$ cat src/rtl/ippro_stream_fifo_pkg.sv
// ippro_stream_fifo_pkg: shared widths and threshold defaults for the IPPro input FIFO
package ippro_stream_fifo_pkg;
  localparam int FIFO_DATASIZE = 16;
  localparam int FIFO_ADDRSIZE = 4;
  localparam int AFULL_TH_DEF = 14;
  localparam int AEMPTY_TH_DEF = 2;
endpackage

$ cat src/rtl/ippro_stream_fifo_if.sv
// ippro_stream_fifo_if: push side, pop side and status of the IPPro input FIFO
interface ippro_stream_fifo_if import ippro_stream_fifo_pkg::*; #(
  parameter int DATA_W = FIFO_DATASIZE,
  parameter int ADDR_W = FIFO_ADDRSIZE
) ();
  logic [DATA_W-1:0] FIFO_IN;
  logic WRITE_EN;
  logic FULL;
  logic ALMOST_FULL;
  logic READ_EN;
  logic [DATA_W-1:0] DOUT;
  logic DValid;
  logic EMPTY;
  logic ALMOST_EMPTY;
  logic [ADDR_W:0] COUNT;
  logic OVERFLOW;
  logic UNDERFLOW;
  logic CLR_ERR;
  modport master (
    output FIFO_IN, WRITE_EN, READ_EN, CLR_ERR,
    input FULL, ALMOST_FULL, DOUT, DValid, EMPTY, ALMOST_EMPTY, COUNT, OVERFLOW, UNDERFLOW
  );
  modport slave (
    input FIFO_IN, WRITE_EN, READ_EN, CLR_ERR,
    output FULL, ALMOST_FULL, DOUT, DValid, EMPTY, ALMOST_EMPTY, COUNT, OVERFLOW, UNDERFLOW
  );
endinterface

$ cat src/rtl/ippro_fifo_ram.sv
// ippro_fifo_ram: simple dual-port RAM, synchronous write, registered read (old data on collision)
module ippro_fifo_ram #(
  parameter int DATA_W = 16,
  parameter int ADDR_W = 4
) (
  input  logic              clk,
  input  logic              rst_n,
  input  logic              we,
  input  logic [ADDR_W-1:0] waddr,
  input  logic [DATA_W-1:0] wdata,
  input  logic              re,
  input  logic [ADDR_W-1:0] raddr,
  output logic [DATA_W-1:0] rdata
);
  logic [DATA_W-1:0] mem [2**ADDR_W];
  always_ff @(posedge clk)
    if (we) mem[waddr] <= wdata;
  always_ff @(posedge clk or negedge rst_n)
    if (!rst_n) rdata <= '0;
    else if (re) rdata <= mem[raddr];
endmodule

$ cat src/rtl/ippro_stream_fifo.sv
// ippro_stream_fifo: input-stage stream FIFO feeding the IPPro core get/READ_EN/EMPTY/DIN port
module ippro_stream_fifo import ippro_stream_fifo_pkg::*; #(
  parameter int DATA_W = FIFO_DATASIZE,
  parameter int ADDR_W = FIFO_ADDRSIZE,
  parameter int AFULL_TH = AFULL_TH_DEF,
  parameter int AEMPTY_TH = AEMPTY_TH_DEF
) (
  input logic CLK,
  input logic RESET,
  ippro_stream_fifo_if.slave bus
);
  localparam logic [ADDR_W:0] AF_TH = (ADDR_W+1)'(AFULL_TH);
  localparam logic [ADDR_W:0] AE_TH = (ADDR_W+1)'(AEMPTY_TH);
  logic [ADDR_W:0] wr_ptr, rd_ptr, wr_nxt, rd_nxt, cnt_nxt;
  logic push, pop;
  logic [DATA_W-1:0] dout;
  // a pop at FULL frees the slot the simultaneous push lands in
  always_comb begin
    pop = bus.READ_EN && !bus.EMPTY;
    push = bus.WRITE_EN && (!bus.FULL || bus.READ_EN);
    wr_nxt = push ? wr_ptr + 1'b1 : wr_ptr;
    rd_nxt = pop ? rd_ptr + 1'b1 : rd_ptr;
    cnt_nxt = wr_nxt - rd_nxt;
  end
  always_ff @(posedge CLK or negedge RESET)
    if (!RESET) begin
      wr_ptr <= '0;
      rd_ptr <= '0;
      bus.COUNT <= '0;
      bus.EMPTY <= 1'b1;
      bus.ALMOST_EMPTY <= 1'b1;
      bus.FULL <= 1'b0;
      bus.ALMOST_FULL <= 1'b0;
      bus.DValid <= 1'b0;
      bus.OVERFLOW <= 1'b0;
      bus.UNDERFLOW <= 1'b0;
    end else begin
      wr_ptr <= wr_nxt;
      rd_ptr <= rd_nxt;
      bus.COUNT <= cnt_nxt;
      bus.EMPTY <= wr_nxt == rd_nxt;
      bus.FULL <= wr_nxt[ADDR_W] != rd_nxt[ADDR_W] && wr_nxt[ADDR_W-1:0] == rd_nxt[ADDR_W-1:0];
      bus.ALMOST_EMPTY <= cnt_nxt <= AE_TH;
      bus.ALMOST_FULL <= cnt_nxt >= AF_TH;
      bus.DValid <= pop;
      bus.OVERFLOW <= (bus.WRITE_EN && bus.FULL && !bus.READ_EN) || (bus.OVERFLOW && !bus.CLR_ERR);
      bus.UNDERFLOW <= (bus.READ_EN && bus.EMPTY) || (bus.UNDERFLOW && !bus.CLR_ERR);
    end
  ippro_fifo_ram #(.DATA_W(DATA_W), .ADDR_W(ADDR_W)) u_ram (
    .clk(CLK),
    .rst_n(RESET),
    .we(push),
    .waddr(wr_ptr[ADDR_W-1:0]),
    .wdata(bus.FIFO_IN),
    .re(pop),
    .raddr(rd_ptr[ADDR_W-1:0]),
    .rdata(dout)
  );
  assign bus.DOUT = dout;
endmodule

$ cat src/flat_wrapper.sv
// flat-port wrapper written by rule: the top's interface ports become plain ports
module ippro_stream_fifo_flat import ippro_stream_fifo_pkg::*;
#(
  parameter int DATA_W = FIFO_DATASIZE,
  parameter int ADDR_W = FIFO_ADDRSIZE,
  parameter int AFULL_TH = AFULL_TH_DEF,
  parameter int AEMPTY_TH = AEMPTY_TH_DEF
)
  (CLK, RESET, bus_FIFO_IN, bus_WRITE_EN, bus_READ_EN, bus_CLR_ERR, bus_FULL, bus_ALMOST_FULL, bus_DOUT, bus_DValid, bus_EMPTY, bus_ALMOST_EMPTY, bus_COUNT, bus_OVERFLOW, bus_UNDERFLOW);
  ippro_stream_fifo_if #(.DATA_W(DATA_W), .ADDR_W(ADDR_W)) bus_i ();
  input logic CLK;
  input logic RESET;
  input wire logic [$bits(bus_i.FIFO_IN)-1:0] bus_FIFO_IN;
  input wire logic [$bits(bus_i.WRITE_EN)-1:0] bus_WRITE_EN;
  input wire logic [$bits(bus_i.READ_EN)-1:0] bus_READ_EN;
  input wire logic [$bits(bus_i.CLR_ERR)-1:0] bus_CLR_ERR;
  output wire logic [$bits(bus_i.FULL)-1:0] bus_FULL;
  output wire logic [$bits(bus_i.ALMOST_FULL)-1:0] bus_ALMOST_FULL;
  output wire logic [$bits(bus_i.DOUT)-1:0] bus_DOUT;
  output wire logic [$bits(bus_i.DValid)-1:0] bus_DValid;
  output wire logic [$bits(bus_i.EMPTY)-1:0] bus_EMPTY;
  output wire logic [$bits(bus_i.ALMOST_EMPTY)-1:0] bus_ALMOST_EMPTY;
  output wire logic [$bits(bus_i.COUNT)-1:0] bus_COUNT;
  output wire logic [$bits(bus_i.OVERFLOW)-1:0] bus_OVERFLOW;
  output wire logic [$bits(bus_i.UNDERFLOW)-1:0] bus_UNDERFLOW;
  assign bus_i.FIFO_IN = bus_FIFO_IN;
  assign bus_i.WRITE_EN = bus_WRITE_EN;
  assign bus_i.READ_EN = bus_READ_EN;
  assign bus_i.CLR_ERR = bus_CLR_ERR;
  assign bus_FULL = bus_i.FULL;
  assign bus_ALMOST_FULL = bus_i.ALMOST_FULL;
  assign bus_DOUT = bus_i.DOUT;
  assign bus_DValid = bus_i.DValid;
  assign bus_EMPTY = bus_i.EMPTY;
  assign bus_ALMOST_EMPTY = bus_i.ALMOST_EMPTY;
  assign bus_COUNT = bus_i.COUNT;
  assign bus_OVERFLOW = bus_i.OVERFLOW;
  assign bus_UNDERFLOW = bus_i.UNDERFLOW;
  ippro_stream_fifo #(.DATA_W(DATA_W), .ADDR_W(ADDR_W), .AFULL_TH(AFULL_TH), .AEMPTY_TH(AEMPTY_TH)) u_core (.CLK(CLK), .RESET(RESET), .bus(bus_i));
endmodule
$ cat config.mk
export PLATFORM = sky130hd
export DESIGN_NAME = ippro_stream_fifo_flat
export DESIGN_NICKNAME = d
export VERILOG_FILES = /design/src/rtl/ippro_stream_fifo_pkg.sv /design/src/rtl/ippro_stream_fifo_if.sv /design/src/rtl/ippro_fifo_ram.sv /design/src/rtl/ippro_stream_fifo.sv /design/src/flat_wrapper.sv
export SDC_FILE = /design/constraint.sdc
export NUM_CORES = 1
export LEC_CHECK = 0
export CORE_MARGIN = 1.5
export CORE_UTILIZATION = 40
export CTS_CLUSTER_DIAMETER = 100
export DETAILED_ROUTE_END_ITERATION = 6
export SYNTH_ARGS = -nofsm -noshare
export SYNTH_HDL_FRONTEND = slang
export SYNTH_SLANG_ARGS = --single-unit
$ cat constraint.sdc
create_clock -name CLK -period 4.43 [get_ports CLK]
set_input_delay 0.443 -clock CLK [delete_from_list [all_inputs] [get_ports CLK]]
set_output_delay 0.443 -clock CLK [all_outputs]
set_load 0.03 [all_outputs]
Word level (Yosys, flattened, before mapping)
Memories as Yosys holds them, arrays and structs flattened. A register that Yosys moved wholly into a read port is not among the register bits.
Index checks and enable logic that the tools add are counted.
- add/subtract/negate cells: 3
- order comparisons: 2
- equal/unequal tests: 3
- mux-type cells: 4
- reductions and logical operators: 16
- operators by type and width (operator ; count):
    $add A5 B1 Y5 const B ; 2
    $mux W5 ; 2
    $logic_and A1 B1 Y1 ; 8
    $eq A5 B5 Y1 ; 1
    $ge A5 B4 Y1 const B ; 1
    $le A5 B2 Y1 const B ; 1
    $logic_not A1 Y1 ; 5
    $sub A5 B5 Y5 ; 1
    $eq A4 B4 Y1 ; 1
    $logic_or A1 B1 Y1 ; 3
    $mux W1 ; 2
    $ne A1 B1 Y1 ; 1
- bits in registers: 22
- memory bits (writable): 256
- bits of input ports: 21
- output and inout bits: 28
- logic and storage cells: 39
- memories: 1
- memory list (memory ; words ; bits a word ; rd ports ; clocked after memory_dff ; write ports ; RTL line ; source):
    u_core.u_ram.mem ; 16 ; 16 ; 1 ; 1 ; 1 ; ippro_fifo_ram.sv:15 ; logic [DATA_W-1:0] mem [2**ADDR_W];

Logic depth before layout (Yosys ltp)
- word-level depth: 6
- mapped depth: 13
- mapped depth without buffers: 12

Cells and area by module
From an unflattened synthesis, not the netlist that was laid out.
- cells, all modules: 533
- area, all modules: 11578.6 um^2
- by module, submodules not included (module ; instances ; cells an instance ; area an instance (um^2) ; seq. area each (um^2)):
    ippro_fifo_ram ; 1 ; 452 ; 10458.8 ; 8087.8
    ippro_stream_fifo ; 1 ; 81 ; 1119.8 ; 553.0

Worst setup path before layout
OpenSTA, ideal clock, no wires.
- path kind: reg-to-reg
- from: register u_core.bus.FULL
- to: memory u_core.u_ram.mem[0][0], enable pin
- setup time: 0.409 ns
- arrival time: 2.155 ns
- required time: 4.021 ns
- slack: 1.866 ns
- stages on the path, launching flop included: 6
- path buffers: 1
- clock period less this slack: 2.564 ns
- path through: dfrtp_1 nand2b_4 and2_1 buf_2 nand2_1 nor3_1
- longest elaborated chain between the ends: 5
- RTL lines (what ; RTL line ; source):
    start: declaration ; ippro_stream_fifo_if.sv:25 ; output FULL, ALMOST_FULL, DOUT, DValid, EMPTY, ALMOST_EMPTY, COUNT, OVERFLOW, UNDERFLOW
    start signal: assignment ; ippro_stream_fifo.sv:42 ; bus.FULL <= wr_nxt[ADDR_W] != rd_nxt[ADDR_W] && wr_nxt[ADDR_W-1:0] == rd_nxt[ADDR_W-1:0];
    $logic_not A1 Y1 ; ippro_stream_fifo.sv:20 ; push = bus.WRITE_EN && (!bus.FULL || bus.READ_EN);
    $logic_or A1 B1 Y1 ; ippro_stream_fifo.sv:20 ;
    $logic_and A1 B1 Y1 ; ippro_stream_fifo.sv:20 ;
    $mux W1 ; ippro_fifo_ram.sv:17 ; if (we) mem[waddr] <= wdata;
    $mux W1 (implied by the code) ; ippro_fifo_ram.sv:17 ;
    end: declaration ; ippro_fifo_ram.sv:15 ;
No other way between the ends.

==> out/summary.txt <==
Final setup violation count - 0
Fillers - 2,314
FF+latch area - 8650 µm²
Worst-Skew Late Latency - 0.54 ns
critical path required time - 4.86 ns
CTS tree - done
maximum net fanout on the critical path - 36
WL per Instance - 24.0 µm
Core Area - 28,100 µm²
IO buf count - 48
Worst setup SP type - register
remaining antenna violation count - 0
DRC - 0
fmax - 341 MHz
Initial Util - 41.0%
drt pass-1 iters - 4
Reg clk slew, reported paths - 0.06 ns
sequential-to-total area share from yosys stat - 75.0%
mux cell area share after synthesis - 18.0%
Post-synth ARST share - 12.9%
initial DRC count - 346
Pleak - 4.50 nW
outcome - complete, no violations
Slew HR - 31.1%
Hold Path Class - in -> async
full die area - 29,800 µm²
Mapped Nets - 530
Synth Instances - 500
Total GRT Usage - 16.0%
H-tree Lvls - 1
Compound-Gate Fraction of Synth Area - 0.695%
most frequent cell after synthesis - edfxtp_1
adder-cell share of the synthesized area - 1.06%
Die Wd - 173 µm
pwr dens - 678 nW/µm²
Finished Cell Area - 13,500 µm²
Core Util, Final - 48.1%
library cells used by synthesis - 43
area leader, netlist - edfxtp_1
Post-CTS Setup Inserts - 0
minimum clock period after layout - 2.93 ns
Post-CTS Hold Fix Bufs - 0
simple-gate share of the synthesized area - 1.76%
dpl hpwl - 13,300 µm
synthesized cell area - 11,500 µm²
CTS resizes - 0
maximum VDD drop - 0.305 mV
initial antenna violation count - 1
num rows - 61
top cells by area, synth - edfxtp_1 67%, mux4_2 13%, dfrtp_1 7.8%
vias per cell - 5.24
clk buf depth - 3
YS warnings - 0
Synth top area share - 66.7%
total power - 0.00917 W
root buffer cell - clkbuf_16
proportion of layout cells with a drive suffix above 1 - 29.9%
Crit path arrival time - 3.36 ns
multi-input logic area - 2680 µm²
worst slew pin tran - 1.03 ns
# clock sinks - 294
first-pass GRT wire length - 34,900 µm
vias in the first global route - 5,560
number of CTS-inserted buffers - 30
Antenna diodes - 0
Post-Synth XOR/XNOR Area - 1.35%
Main synth FF type - edfxtp_1
die height - 173 µm
largest net degree at the start of global routing - 39
Final GP Congestion - 0.754
final WL - 23,500 µm
area grow syn2layout - 17.3%
Max Clock Skew - 0.0128 ns
EDFF count, synth - 256
Commonest cells post-synth - 256 x edfxtp_1, 65 x mux4_2, 36 x dfrtp_1, 15 x mux4_1, 13 x nor2_1
fin crit share - 66.1%
final setup TNS - 0 ns
Worst Setup Path Type - reg -> reg
max-slew violations - 0
maxcap violations - 0
Yosys reg bits - 294
synthesized area per cell - 23.0 µm²
Nets - 609
placed inst area - 12,500 µm²
num ports - 49
endpoints failing hold - 0
largest family of logic cells by synthesized area - multiplexers
RSZ-0062 raised after global routing - no
element type at the critical path end - register
DR vias - 5,142
GR Overflow Total - 0
==> cell families (layout without fill, tap and decap cells) <==
| kind of cell | count (synthesis) | after routing |
|---|---|---|
| buffers and inverters | 35 | 138 |
| multiplexers | 97 | 97 |
| AO/OA/AOI/OAI | 10 | 10 |
| AND/OR/NAND/NOR | 38 | 38 |
| flip-flops | 294 | 294 |
| XOR/XNOR | 16 | 16 |
| adder cells (fa/ha/maj) | 10 | 10 |
==> metal layers <==
layer  up-vias  global-route usage, %  wire (µm)
met3        37                   2.55       1230
met5         -                      0         13
met2       123                   28.1      12100
li1       2229                      -          -
met4         2                   4.35        426
met1      2751                   20.7       9770
==> layout by cell type, fill, tap and decap left out, drive strengths merged <==
master         synthesis  routed
dfstp                  2       2
nand4                  2       2
bufinv                 0       3
clkdlybuf4s50          0      47
a2111oi                1       1
clkinvlp               0       1
nor3b                  1       1
and3                   1       1
a31oi                  1       1
inv                   12      12
nand2b                 3       3
o21a                   1       1
and2                   1       1
dfrtp                 36      36
edfxtp               256     256
nor3                   4       4
clkbuf                 1      45
xor2                   6       6
buf                   22      23
o22ai                  1       1
clkinv                 0       7
nand2                  7       7
xnor2                 10      10
ha                     9       9
nor2                  14      14
a31o                   2       2
maj3                   1       1
a21oi                  1       1
mux4                  80      80
mux2i                  1       1
nand3                  4       4
o21ai                  3       3
mux2                  16      16
and2b                  1       1
==> metrics by stage <==
stage,worst slack [ns],instances,hold slack (ns)
after floorplan,1.87,500,0.147
after global placement,1.32,925,0.468
after detailed placement,1.22,925,0.467
after CTS,1.42,981,0.0900
after global routing,1.17,981,0.139
final,1.50,981,0.0709
==> area by class of cell <==
type                    instances  share of cell area (%)
flip-flops and latches        294                    64.0
multi-input cells             171                    19.8
clock buffers                  45                    6.57
repair buffers                 70                    4.83
well taps                     378                    3.50
clock inverters                11                   0.981
inverters                      12                   0.333
==> where the power goes <==
group          leakage [nW]  internal, W  switching [W]
registers              2.76      0.00344       0.000261
logic                  1.24      0.00144        0.00147
clock network         0.505      0.00155       0.000992
==> worst max-delay path, cell delays in order, from the launching register on <==
cell and delay [ns]:
dfrtp_4 0.92, buf_4 0.50, mux4_1 0.64, mux4_2 0.46, mux2_2 0.27
==> sequential cells by signal (all words and copies together), names as in the netlist <==
register,count
u_core.bus.OVERFLOW,1
u_core.bus.FULL,1
u_core.u_ram.rdata,16
u_core.wr_ptr,5
u_core.bus.EMPTY,1
u_core.bus.DValid,1
u_core.bus.COUNT,5
u_core.u_ram.mem,256
u_core.bus.ALMOST_FULL,1
u_core.bus.UNDERFLOW,1
u_core.bus.ALMOST_EMPTY,1
u_core.rd_ptr,5
==> final timing paths <==
kind / startpoint / to / slack, ns / cells past startpoint
worst max register to register: u_core.rd_ptr[0] / u_core.u_ram.rdata[15] / 1.50 / 4
min in group CLK: u_core.wr_ptr[4] / u_core.wr_ptr[4] / 0.48 / 1
worst min-delay path: RESET / u_core.u_ram.rdata[1] / 0.07 / 1
max in group asynchronous: RESET / u_core.rd_ptr[0] / 3.63 / 1
worst min register to register: u_core.wr_ptr[4] / u_core.wr_ptr[4] / 0.48 / 1
worst max-delay path: u_core.rd_ptr[0] / u_core.u_ram.rdata[15] / 1.50 / 4
Note: power is estimated with default switching activity, not from simulation.
==> edit 1: new RTL, same settings <==
Change the package constant `FIFO_ADDRSIZE` from 4 to 2.
--- a/src/rtl/ippro_stream_fifo_pkg.sv
+++ b/src/rtl/ippro_stream_fifo_pkg.sv
@@ -1,7 +1,7 @@
 // ippro_stream_fifo_pkg: shared widths and threshold defaults for the IPPro input FIFO
 package ippro_stream_fifo_pkg;
   localparam int FIFO_DATASIZE = 16;
-  localparam int FIFO_ADDRSIZE = 4;
+  localparam int FIFO_ADDRSIZE = 2;
   localparam int AFULL_TH_DEF = 14;
   localparam int AEMPTY_TH_DEF = 2;
 endpackage
Interface: changed (resized bus_COUNT); port bits go from 49 to 47. No check against the original RTL was run, so the function may have changed too.
==> edit 1 against the original RTL <==
Wire length is 74% lower; power is 65% lower; first-iteration DRC count is 84% lower; worst setup slack better by 0.54 ns; die area is 67% lower; synthesized area is 68% lower; clock power is 78% lower; sequential power is 63% lower; via count is 66% lower; sequential cell count is 198 lower; cell area is 67% lower; global-route usage is 2.3 points lower; largest cell class unchanged.
==> edit 1: results (changes against the original RTL) <==
stage,metric,value,unit,change
clock_tree,numCtsBuffers,9,,-70%
clock_tree,clk_latency,0.37,ns,-0.17 ns
route,initialDrtViolationCount,54,,-84%
worst_setup_path,critPathArrivalTime,2.68,ns,-0.68 ns
clock_tree,cts_buffer_depth,2,,-1
worst_setup_path,r2r-end,u_core.bus.ALMOST_EMPTY$_DFF_PN1_,,
place,numPlacedInstances,338,,-63%
worst_setup_path,worst-r2r-cell-count,7,,+3
place,port_buffers,46,,-4.2%
pwr,irDropWorstVdd,0.2846,mV,-6.8%
sta,finalClockSkew,0.01166,ns,-0.001145 ns
yosys,ys_seq_area_share,73.38,%,-1.6 points
finish,fillers,736,,-68%
clock_tree,cts.root.buffer_cell,clkbuf_8,,
yosys,synth_area_leaders,"edfxtp_1 52%, dfrtp_1 20%, mux4_2 9.7%",,
finish,drive_gt1_share,24.80,%,-5.1 points
place,gp_congestion,0.7010,,-7.1%
run_status,status,finished clean,,
route,via_per_inst,4.910,,-6.3%
yosys,synth_edf_count,64,,-75%
worst_setup_path,reg2reg_setup_slack,2.04,ns,+0.54 ns
yosys,ys_top_cells_by_count,"64 x edfxtp_1, 30 x dfrtp_1, 17 x mux2_2",,
worst_setup_path,rr_startpoint,u_core.rd_ptr[1]$_DFF_PN0_,,
global_route,grt_max_degree,33,,-15%
route,wirelength,6.002,mm,-74%
yosys,synth_nets,217,,-59%
finish,reg.largest.list,"u_core.u_ram.mem: 64 flops, u_core.u_ram.rdata: 16 flops",,
clock_tree,clkSlewWorstSetupHoldPaths,0.10,ns,+0.04 ns
yosys,synth_ff_type,edfxtp_1,,
finish,final_nets,270,,-56%
sta,worstMarginPinSlew,0.8986,ns,-0.1291 ns
global_route,grt_pass1_wl,9.680,mm,-72%
pwr,p_leak,1.659,nW,-63%
yosys,synth_cell_type_count,27,,-37%
finish,stdcell_count,354,,-64%
global_route,grt_pass1_vias,1832,,-67%
place,dpl.hpwl,3.690,mm,-72%
global_route,grt_usage,13.65,%,-2.3 points
global_route,antenna_found_initial,0,,-1
==> edit 1: cell count changes after synthesis, sizes merged, moves of 3 or more <==
| cell | unedited run | this run |
|---|---|---|
| nor2 | 14 | 1 |
| mux4 | 80 | 16 |
| nor3 | 4 | 1 |
| edfxtp | 256 | 64 |
| dfrtp | 36 | 30 |
| xnor2 | 10 | 2 |
| buf | 22 | 6 |
| and3 | 1 | 6 |
| nand3 | 4 | 0 |
==> edit 1: critical path: stages (launching register included) <==
cell and delay, ns:
dfrtp_1 0.87, ha_1 0.36, mux2_2 0.30, xnor2_1 0.14, ha_1 0.34, nand2_1 0.10, o21ai_0 0.09, mux2i_1 0.13
==> edit 1: layout make-up <==
| class | count | area (sq um) | share of cell area (%) |
|---|---|---|---|
| Sequential cell | 96 | 2725 | 60.75 |
| Multi-Input combinational cell | 75 | 910.9 | 20.31 |
| Timing Repair Buffer | 49 | 478.0 | 10.66 |
| Tap cell | 108 | 135.1 | 3.013 |
| Clock buffer | 9 | 123.9 | 2.762 |
| Clock inverter | 7 | 75.07 | 1.674 |
| Inverter | 10 | 37.54 | 0.8368 |
==> edit 1: where the power goes <==
part | internal (mW) | switching (mW)
combinational | 0.622 | 0.655
clock | 0.221 | 0.330
sequential | 1.23 | 0.143
total | 2.08 | 1.13
==> edit 1: metal layers <==
| layer | vias to the layer above | share of wire, % | GRT usage, % |
|---|---|---|---|
| met5 | - | 0 | 0 |
| li1 | 821 | - | - |
| met3 | 11 | 2.6 | 2.178 |
| met4 | 0 | 2.7 | 8.126 |
| met1 | 876 | 44 | 17.86 |
| met2 | 30 | 51 | 21.65 |
==> edit 1: how the worst max path moves through the flow <==
stage / slack (ns) / to / cells after the start
2_1_floorplan: 2.41 / u_core.bus.ALMOST_EMPTY$_DFF_PN1_ / 10
3_3_place_gp: 1.80 / u_core.bus.ALMOST_EMPTY$_DFF_PN1_ / 9
3_5_place_dp: 1.71 / u_core.bus.ALMOST_EMPTY$_DFF_PN1_ / 9
4_1_cts: 1.99 / u_core.bus.ALMOST_EMPTY$_DFF_PN1_ / 7
5_1_grt: 1.80 / u_core.bus.ALMOST_EMPTY$_DFF_PN1_ / 8
6_report: 2.04 / u_core.bus.ALMOST_EMPTY$_DFF_PN1_ / 7
==> edit 1: metrics by stage <==
step                hold slack, ns  cell area [sq um]  setup WS (ns)
floorplan                   0.1474               3714          2.415
global placement            0.4628               4287          1.796
detailed placement          0.4632               4287          1.715
CTS                         0.1501               4486          1.989
global route                0.1865               4486          1.796
finish                      0.1317               4486          2.042
==> edit 1: kinds of logic after synthesis <==
group	count (synthesis)	synth area share (%)
muxes	35	15.40
AOI/OAI and AO/OA	6	0.8423
buffers and inverters	17	2.156
adders and majority gates	8	2.696
and+or+nand+nor	19	3.470
xor gates and xnor gates	7	2.055
DFF	96	73.38
==> edit 2: new RTL, config.mk and constraints unchanged <==
Without the edit above. Make the reset (`RESET` and `rst_n`) synchronous in 2 clocked blocks.
--- a/src/rtl/ippro_fifo_ram.sv
+++ b/src/rtl/ippro_fifo_ram.sv
@@ -15,7 +15,7 @@
   logic [DATA_W-1:0] mem [2**ADDR_W];
   always_ff @(posedge clk)
     if (we) mem[waddr] <= wdata;
-  always_ff @(posedge clk or negedge rst_n)
+  always_ff @(posedge clk)
     if (!rst_n) rdata <= '0;
     else if (re) rdata <= mem[raddr];
 endmodule
--- a/src/rtl/ippro_stream_fifo.sv
+++ b/src/rtl/ippro_stream_fifo.sv
@@ -22,7 +22,7 @@
     rd_nxt = pop ? rd_ptr + 1'b1 : rd_ptr;
     cnt_nxt = wr_nxt - rd_nxt;
   end
-  always_ff @(posedge CLK or negedge RESET)
+  always_ff @(posedge CLK)
     if (!RESET) begin
       wr_ptr <= '0;
       rd_ptr <= '0;
Check against the original RTL: differs if RESET is asserted again (counterexample within 4 cycles, from zero or initial values and one cycle with RESET low); with RESET held inactive, the same outputs for 4 cycles.
==> edit 2 against the original RTL <==
Worst setup slack worse by 0.14 ns; register-to-register slack worse by 0.07 ns; cell area is 0.96% lower; wire length is 2.2% lower; count of clock-buffer cells in the layout is 15 lower; fmax is 4.7% lower; sequential cell count stayed put; synthesized area is 0.93% lower; critical endpoint is now u_core.bus.ALMOST_EMPTY$_SDFF_PN1_.
Power is not compared: it rests on default switching activity, and its combinational part moved more than twofold at a synthesized area within 25%.
==> edit 2: results (changes against the original RTL) <==
stage,metric,value,unit,change
run_status,status,finished clean,,
clock_tree,numCtsBuffers,29,,-3.3%
clock_tree,postCtsSetupBuffers,0,,unchanged
place,gp_congestion,0.8288,,+9.9%
place,dp_slack,0.8834,ns,-0.3356 ns
global_route,use_met1,21.89,%,+1.2 points
min_path,hold_class,flip-flop to flip-flop,,
yosys,synth_cell_type_count,45,,+4.7%
yosys,synth_area_leaders,"edfxtp_1 67%, mux4_2 16%, dfxtp_1 6.7%",,
yosys,synth_ff_type,edfxtp_1,,
route,wirelength,23.02,mm,-2.2%
worst_setup_path,cp_max_fo,8,,-78%
global_route,grt_usage,16.03,%,+0.039 points
worst_setup_path,r2r-end,u_core.bus.ALMOST_EMPTY$_SDFF_PN1_,,
global_route,grt_max_degree,39,,unchanged
route,via_per_inst,5.242,,about the same
worst_setup_path,path_delay_family,simple AND/OR/NAND/NOR gates,,
worst_setup_path,worst-r2r-cell-count,10,,+6
place,dpl.hpwl,13.97,mm,+5.0%
yosys,ys_async_sr_fraction,0,%,-13 points
clock_tree,clkSlewWorstSetupHoldPaths,0.06,ns,about the same
route,wl_met1,10.08,mm,+3.2%
yosys,ys_warn_count,0,,unchanged
worst_setup_path,startpoint,bus_READ_EN,,
global_route,grt_use_met3,2.197,%,-0.35 points
pwr,power.switching,1.388,mW,
yosys,ys_seq_area_share,74.01,%,-0.98 points
yosys,synthCells,560,,+12%
finish,fillers,2325,,+0.48%
global_route,grt_pass1_vias,5613,,+0.95%
sta,hold_viol_final,0,,unchanged
pwr,irDropWorstVdd,0.2830,mV,
worst_setup_path,rr_startpoint,u_core.bus.FULL$_SDFF_PN0_,,
finish,reg.largest.list,"u_core.u_ram.mem: 256 flops, u_core.u_ram.rdata: 16 flops",,
worst_setup_path,crit_slowest_cell,nor2b_1,,
worst_setup_path,end_kind,flip-flop,,
finish,diodes,0,,unchanged
place,port_buffers,48,,unchanged
sta,worstMarginPinSlew,1.132,ns,+0.1038 ns
yosys,ys_top_cells_by_count,"256 x edfxtp_1, 80 x mux4_2, 38 x dfxtp_1",,
worst_setup_path,critPathArrivalTime,3.51,ns,+0.15 ns
clock_tree,cts.root.buffer_cell,clkbuf_16,,
route,met3_length,1.166,mm,-5.4%
route,initialDrtViolationCount,487,,+41%
worst_setup_path,slowest_delay,0.50,ns,-0.42 ns
route,vias,5404,,+5.1%
worst_setup_path,reg2reg_setup_slack,1.43,ns,-0.07 ns
global_route,met2_usage,27.21,%,-0.88 points
min_path,worstHoldStart,u_core.u_ram.rdata[10]$_SDFFE_PN0N_,,
global_route,grt_pass1_wl,34.20,mm,-2.1%
sta,period_share,69.35,%,+3.2 points
sta,fin_worst_hold_slack,0.4521,ns,+0.3812 ns
route,highest_layer,met5,,
place,numPlacedInstances,979,,+5.8%
finish,final_nets,661,,+8.5%
pwr,seq_power,3.12,mW,
yosys,synth_nets,589,,+11%
sta,finalClockSkew,0.008736,ns,-0.004066 ns
route,wl_met2,11.38,mm,-5.8%
finish,drive_gt1_share,24.66,%,-5.2 points
## edit 2: cell type report
type | count | area, sq um | share of cell area, %
clock buffer | 30 | 729.5 | 5.449
clock inverter | 22 | 225.2 | 1.682
inverter | 6 | 22.52 | 0.1682
multi-input combinational | 231 | 2839 | 21.21
sequential | 294 | 8453 | 63.14
tap | 378 | 473.0 | 3.533
timing repair buffer | 70 | 645.6 | 4.822
## edit 2: cells by family after synthesis
group	count (synthesis)	share of synthesized area [%]
and+or+nand+nor	94	4.187
xor gates and xnor gates	11	1.030
AOI/OAI and AO/OA	36	2.620
buffers and inverters	35	1.315
DFF	294	74.01
muxes	82	15.96
adders and majority gates	8	0.8769
## edit 2: worst min-delay path, stage by stage (launching register included)
cell	delay [ns]
dfxtp_1	0.31
nand2_1	0.05
a21boi_1	0.05
## edit 2: metrics by stage
stage	area [sq um]	total power, mW
after floorplan	11410	3.628
after global placement	12430	3.853
after detailed placement	12430	3.867
after CTS	13390	6.287
after global routing	13390	6.437
final	13390	6.222
